## config.mk

```make
export PLATFORM = sky130hd
export DESIGN_NAME = mu0_mc_core
export DESIGN_NICKNAME = d
export VERILOG_FILES = /design/src/rtl/mu0_pkg.sv /design/src/rtl/mu0_alu.sv /design/src/rtl/mu0_mc_core.sv
export SDC_FILE = /design/constraint.sdc
export NUM_CORES = 1
export LEC_CHECK = 0
export CAP_MARGIN = 10
export CORE_ASPECT_RATIO = 1.75
export CORE_MARGIN = 2
export CORE_UTILIZATION = 41
export DETAILED_ROUTE_END_ITERATION = 8
export PLACE_DENSITY = 0.81
export SETUP_SLACK_MARGIN = 0.3
export SYNTH_ARGS = -nofsm -noshare
export SYNTH_HDL_FRONTEND = slang
export SYNTH_SLANG_ARGS = --single-unit
```

## constraint.sdc

```tcl
create_clock -name clk -period 7.8 [get_ports clk]
set_input_delay 1.56 -clock clk [delete_from_list [all_inputs] [get_ports clk]]
set_output_delay 1.56 -clock clk [all_outputs]
set_load 0.02 [all_outputs]
```

## src/rtl/mu0_pkg.sv

```systemverilog
// Shared MU0 definitions: opcodes, core FSM states, ALU selects and memory-op decode.
package mu0_pkg;

    localparam logic [3:0] OpLda = 4'd0;
    localparam logic [3:0] OpSto = 4'd1;
    localparam logic [3:0] OpAdd = 4'd2;
    localparam logic [3:0] OpSub = 4'd3;
    localparam logic [3:0] OpJmp = 4'd4;
    localparam logic [3:0] OpJge = 4'd5;
    localparam logic [3:0] OpJne = 4'd6;
    localparam logic [3:0] OpStp = 4'd7;

    typedef enum logic [1:0] {
        StFetch = 2'd0,
        StExec  = 2'd1,
        StHalt  = 2'd2
    } state_e;

    typedef enum logic [1:0] {
        AluPass = 2'd0,
        AluAdd  = 2'd1,
        AluSub  = 2'd2
    } alu_op_e;

    typedef struct packed {
        logic is_mem;
        logic is_write;
    } mem_op_t;

    function automatic mem_op_t mem_op_decode(input logic [3:0] op);
        mem_op_t d;
        d.is_mem   = (op == OpLda) || (op == OpSto) || (op == OpAdd) || (op == OpSub);
        d.is_write = (op == OpSto);
        return d;
    endfunction

endpackage

```

## src/rtl/mu0_alu.sv

```systemverilog
// Combinational MU0 accumulator datapath: pass-through, add or subtract, modulo 2^DATA_W.
module mu0_alu
    import mu0_pkg::*;
#(
    parameter int unsigned DATA_W = 16
) (
    input  alu_op_e           i_op,
    input  logic [DATA_W-1:0] i_a,
    input  logic [DATA_W-1:0] i_b,
    output logic [DATA_W-1:0] o_y
);

    always_comb begin
        o_y = i_b;
        case (i_op)
            AluAdd:  o_y = i_a + i_b;
            AluSub:  o_y = i_a - i_b;
            default: o_y = i_b;
        endcase
    end

endmodule

```

## src/rtl/mu0_mc_core.sv

```systemverilog
// Multi-cycle MU0 core: FETCH/EXEC/HALT sequencer driving a req/ack single-port memory bus.
module mu0_mc_core
    import mu0_pkg::*;
#(
    parameter int unsigned DATA_W = 16,
    parameter int unsigned ADDR_W = 12
) (
    input  logic              clk,
    input  logic              reset,
    output logic              mem_req,
    output logic              mem_we,
    output logic [ADDR_W-1:0] mem_addr,
    output logic [DATA_W-1:0] mem_wdata,
    input  logic [DATA_W-1:0] mem_rdata,
    input  logic              mem_ack,
    output logic [ADDR_W-1:0] pc,
    output logic [DATA_W-1:0] ir,
    output logic [DATA_W-1:0] acc,
    output logic              halted,
    output logic              illegal
);

    if (ADDR_W < 1 || ADDR_W > DATA_W - 4) begin : g_bad_params
        $error("mu0_mc_core: ADDR_W must be in 1..DATA_W-4");
    end

    state_e            r_state;
    logic [ADDR_W-1:0] r_pc;
    logic [DATA_W-1:0] r_ir;
    logic [DATA_W-1:0] r_acc;
    logic              r_illegal;

    state_e            w_state_nxt;
    logic [ADDR_W-1:0] w_pc_nxt;
    logic [DATA_W-1:0] w_ir_nxt;
    logic [DATA_W-1:0] w_acc_nxt;
    logic              w_illegal_nxt;
    logic              w_req;
    logic              w_we;
    logic [ADDR_W-1:0] w_addr;
    alu_op_e           w_alu_op;
    logic [DATA_W-1:0] w_alu_y;
    logic [3:0]        w_op;
    logic [3:0]        w_fetch_op;
    logic [ADDR_W-1:0] w_opnd;
    mem_op_t           w_dec;

    assign w_op       = r_ir[DATA_W-1 -: 4];
    assign w_fetch_op = mem_rdata[DATA_W-1 -: 4];
    assign w_opnd     = r_ir[ADDR_W-1:0];
    assign w_dec      = mem_op_decode(w_op);

    mu0_alu #(
        .DATA_W (DATA_W)
    ) u_alu (
        .i_op (w_alu_op),
        .i_a  (r_acc),
        .i_b  (mem_rdata),
        .o_y  (w_alu_y)
    );

    always_comb begin
        w_state_nxt   = r_state;
        w_pc_nxt      = r_pc;
        w_ir_nxt      = r_ir;
        w_acc_nxt     = r_acc;
        w_illegal_nxt = r_illegal;
        w_req         = 1'b0;
        w_we          = 1'b0;
        w_addr        = r_pc;
        w_alu_op      = AluPass;

        if (w_op == OpAdd) begin
            w_alu_op = AluAdd;
        end else if (w_op == OpSub) begin
            w_alu_op = AluSub;
        end

        case (r_state)
            StFetch: begin
                w_req  = 1'b1;
                w_addr = r_pc;
                if (mem_ack) begin
                    w_ir_nxt    = mem_rdata;
                    w_state_nxt = StExec;
                    // STP leaves pc pointing at itself
                    if (w_fetch_op != OpStp) begin
                        w_pc_nxt = r_pc + ADDR_W'(1);
                    end
                end
            end
            StExec: begin
                if (w_dec.is_mem) begin
                    w_req  = 1'b1;
                    w_we   = w_dec.is_write;
                    w_addr = w_opnd;
                    if (mem_ack) begin
                        w_state_nxt = StFetch;
                        if (!w_dec.is_write) begin
                            w_acc_nxt = w_alu_y;
                        end
                    end
                end else begin
                    w_state_nxt = StFetch;
                    case (w_op)
                        OpJmp: w_pc_nxt = w_opnd;
                        OpJge: if (!r_acc[DATA_W-1]) w_pc_nxt = w_opnd;
                        OpJne: if (r_acc != '0) w_pc_nxt = w_opnd;
                        OpStp: w_state_nxt = StHalt;
                        default: w_illegal_nxt = 1'b1;
                    endcase
                end
            end
            default: begin
                w_state_nxt = StHalt;
            end
        endcase
    end

    always_ff @(posedge clk) begin
        if (reset) begin
            r_state   <= StFetch;
            r_pc      <= '0;
            r_ir      <= '0;
            r_acc     <= '0;
            r_illegal <= 1'b0;
        end else begin
            r_state   <= w_state_nxt;
            r_pc      <= w_pc_nxt;
            r_ir      <= w_ir_nxt;
            r_acc     <= w_acc_nxt;
            r_illegal <= w_illegal_nxt;
        end
    end

    // Gate with reset so an in-flight request is withdrawn immediately
    assign mem_req   = w_req & ~reset;
    assign mem_we    = w_we;
    assign mem_addr  = w_addr;
    assign mem_wdata = r_acc;
    assign pc        = r_pc;
    assign ir        = r_ir;
    assign acc       = r_acc;
    assign halted    = (r_state == StHalt);
    assign illegal   = r_illegal;

endmodule

```

==> summary.txt <==
Syn Area/Cell -> 7.26 um^2
Worst-path clk slew -> 70 ps
CTS tree -> built
P per Cell Area -> 149 nW/um^2
RSZ-0062 raised after global routing -> no
Worst-skew pair later-pin latency -> 290 ps
Fmax -> 0.206 GHz
Worst slew pin tran -> 844 ps
H-tree depth -> 2
Leak -> 0.00180 uW
Fin nets -> 601
Pint -> 457 uW
Final Non-Filler Cells -> 682
CP startpoint kind -> input port
DRC viols -> 0
Syn_nets -> 541
#FFs+latches synth -> 47
Total gr overflow -> 0
Setup_tns -> 0 ps
Initial antenna violation count -> 0
Syn Std Cell Area -> 3660 um^2
Total die area -> 9720 um^2
Sw frac -> 0.342
Part of the cycle the worst path needs -> 0.623
Height of the die -> 129 um
Via count -> 3,967
Synth top area cells -> dfxtp_1 (26%), nand2_1 (11%), a21oi_1 (7.7%)
Ant diodes -> 0
WP data required -> 7990 ps
Routed vias/inst -> 5.82
Cell variety after synth -> 64
Post_cts resized -> 0
Worst-path fanout max -> 8
Fin. Hold Viols -> 0
Post-synthesis cell count -> 504
Sequential power share -> 0.389
Critical Path AT -> 5050 ps
Clock sinks -> 47
P_sw -> 238 uW
Placed cells -> 674
Count leader, synth -> nand2_1
Chip Width -> 75.4 um
CTS max path bufs -> 2
EDFF count, synth -> 0
Num ports -> 95
Rel. slew slack -> 0.437
Initial Util -> 0.422
Sequential fraction of the synthesis area -> 0.257
HPWL after DPL -> 8660 um
Area of the core -> 8670 um^2
First-pass DRT Iterations -> 7
Min-delay worst type -> flop to flop
Combinational share of power -> 0.298
Async SR Flop Fraction -> 0
GPL Wtd Cong -> 0.889
Clock skew -> 3.64 ps
Gr usage total -> 0.249
Status -> complete, no violations
Row cnt -> 45
Max-cap check violation count -> 0
Fraction of post-synthesis cell area in the top cell type by area -> 0.257
Post-CTS Setup Repair Bufs -> 0
DRT iter0 DRCs -> 221
Top cells by count, synth -> nand2_1 (105), a21oi_1 (56), dfxtp_1 (47)
DRT Wirelength -> 11,700 um
Root buffer cell -> clkbuf_16
Synth warnings -> 0
Vias in the first global route -> 3,906
Wire per inst -> 17.1 um
Clock share of power -> 0.312
Pin count of the biggest net entering global routing -> 43
Tmin final -> 4860 ps
Synthesis-to-layout area growth -> 27.1%
Final ANT Viol Nets -> 0
Max-slew violation count -> 0
Setup CP Type -> input port to flop
Area leader, netlist -> dfxtp_1
Hold_buf cts -> 0
Layout cells sized above 1 -> 0.0354
# setup viols final -> 0
Top FF cell, synth -> dfxtp_1
Number of buffers created by CTS -> 5
Buffers on Ports -> 94
Global-route wire length before repair -> 18,900 um
CP Capture Type -> flop
Worst vdd ir -> 0.0857 mV
## layout make-up
type	count	area, um^2
flip-flops and latches	47	941
multi-input cells	404	2430
well taps	117	146
repair buffers	96	956
clock inverters	2	12.5
fillers	864	4020
inverters	10	37.5
clock buffers	6	129
## logic make-up after synthesis
kind of cell / Yosys count / synth area share
XOR/XNOR: 20 / 0.0499
AND/OR/NAND/NOR: 210 / 0.274
AO/OA/AOI/OAI: 154 / 0.270
flip-flops: 47 / 0.257
adder cells (fa/ha/maj): 18 / 0.0636
buffers and inverters: 53 / 0.0790
multiplexers: 2 / 0.00581
## critical path, cell delays in order
cell	delay (ps)
clkdlybuf4s50_1	510
nor3_1	650
a31oi_1	260
a21oi_1	290
xor2_1	200
ha_1	320
a21oi_1	340
inv_1	80
a211o_1	310
o211ai_2	150
mux2i_1	90
o41ai_1	280
## flip-flops by register name, indices dropped and copies added (netlist names)
name and cells:
acc 16, pc 12, r_state 2, ir 16, illegal 1
## power groups by stage
| stage | Clock [uW] | Sequential [uW] | Combinational (uW) |
|---|---|---|---|
| global route | 227 | 272 | 226 |
| global placement | 0 | 275 | 201 |
| floorplan | 0 | 283 | 123 |
| finish | 217 | 271 | 207 |
| CTS | 221 | 270 | 206 |
| detailed placement | 0 | 276 | 205 |
## cells in the final DEF, fill, tap and decap left out, types with 3 or more instances in the layout
cell type | synthesis | layout
a311oi_1 | 4 | 4
clkdlybuf4s50_1 | 0 | 94
nand2_1 | 105 | 105
nor2b_1 | 4 | 4
or4_1 | 3 | 3
ha_1 | 17 | 17
o21ai_1 | 3 | 3
a211oi_1 | 8 | 8
clkbuf_16 | 0 | 5
o211ai_1 | 3 | 3
nand4_1 | 6 | 6
o31ai_1 | 4 | 4
dfxtp_1 | 47 | 47
a21o_1 | 10 | 10
nand3_1 | 14 | 14
a31oi_1 | 9 | 9
inv_1 | 10 | 10
nor4_1 | 3 | 3
and4_1 | 3 | 3
xor2_1 | 9 | 9
and3_1 | 4 | 4
o21ai_0 | 28 | 28
o41ai_1 | 4 | 4
nand4b_1 | 3 | 3
nor3_1 | 9 | 9
o21a_1 | 6 | 6
xnor2_1 | 10 | 10
nor2_1 | 37 | 37
a21oi_1 | 56 | 56
## through the flow
step,power [uW],hold WS (ps),setup slack (ps),area [um^2],utilization
after floorplan,407,555,3550,3660,-
after global placement,476,458,2740,4510,0.520
after detailed placement,481,472,2660,4510,0.520
after CTS,698,491,2950,4650,0.536
after global routing,725,521,2630,4650,0.536
final,695,476,2940,4650,0.536
## routing by layer
| metal | vias up | wire [um] | GRT usage |
|---|---|---|---|
| met5 | - | 0 | 0 |
| met4 | 0 | 484 | 0.141 |
| met3 | 43 | 626 | 0.0243 |
| met2 | 163 | 6270 | 0.449 |
| met1 | 1847 | 4300 | 0.270 |
| li1 | 1914 | - | - |
## final timing paths
check,from,to,slack (ps),depth (start not counted)
worst max register to register,ir[15],acc[10],4290,11
worst max-delay path,mem_rdata[2],acc[13],2940,12
worst min register to register,illegal,illegal,480,2
worst min-delay path,illegal,illegal,480,2
Power figures use the tool's default switching activity.
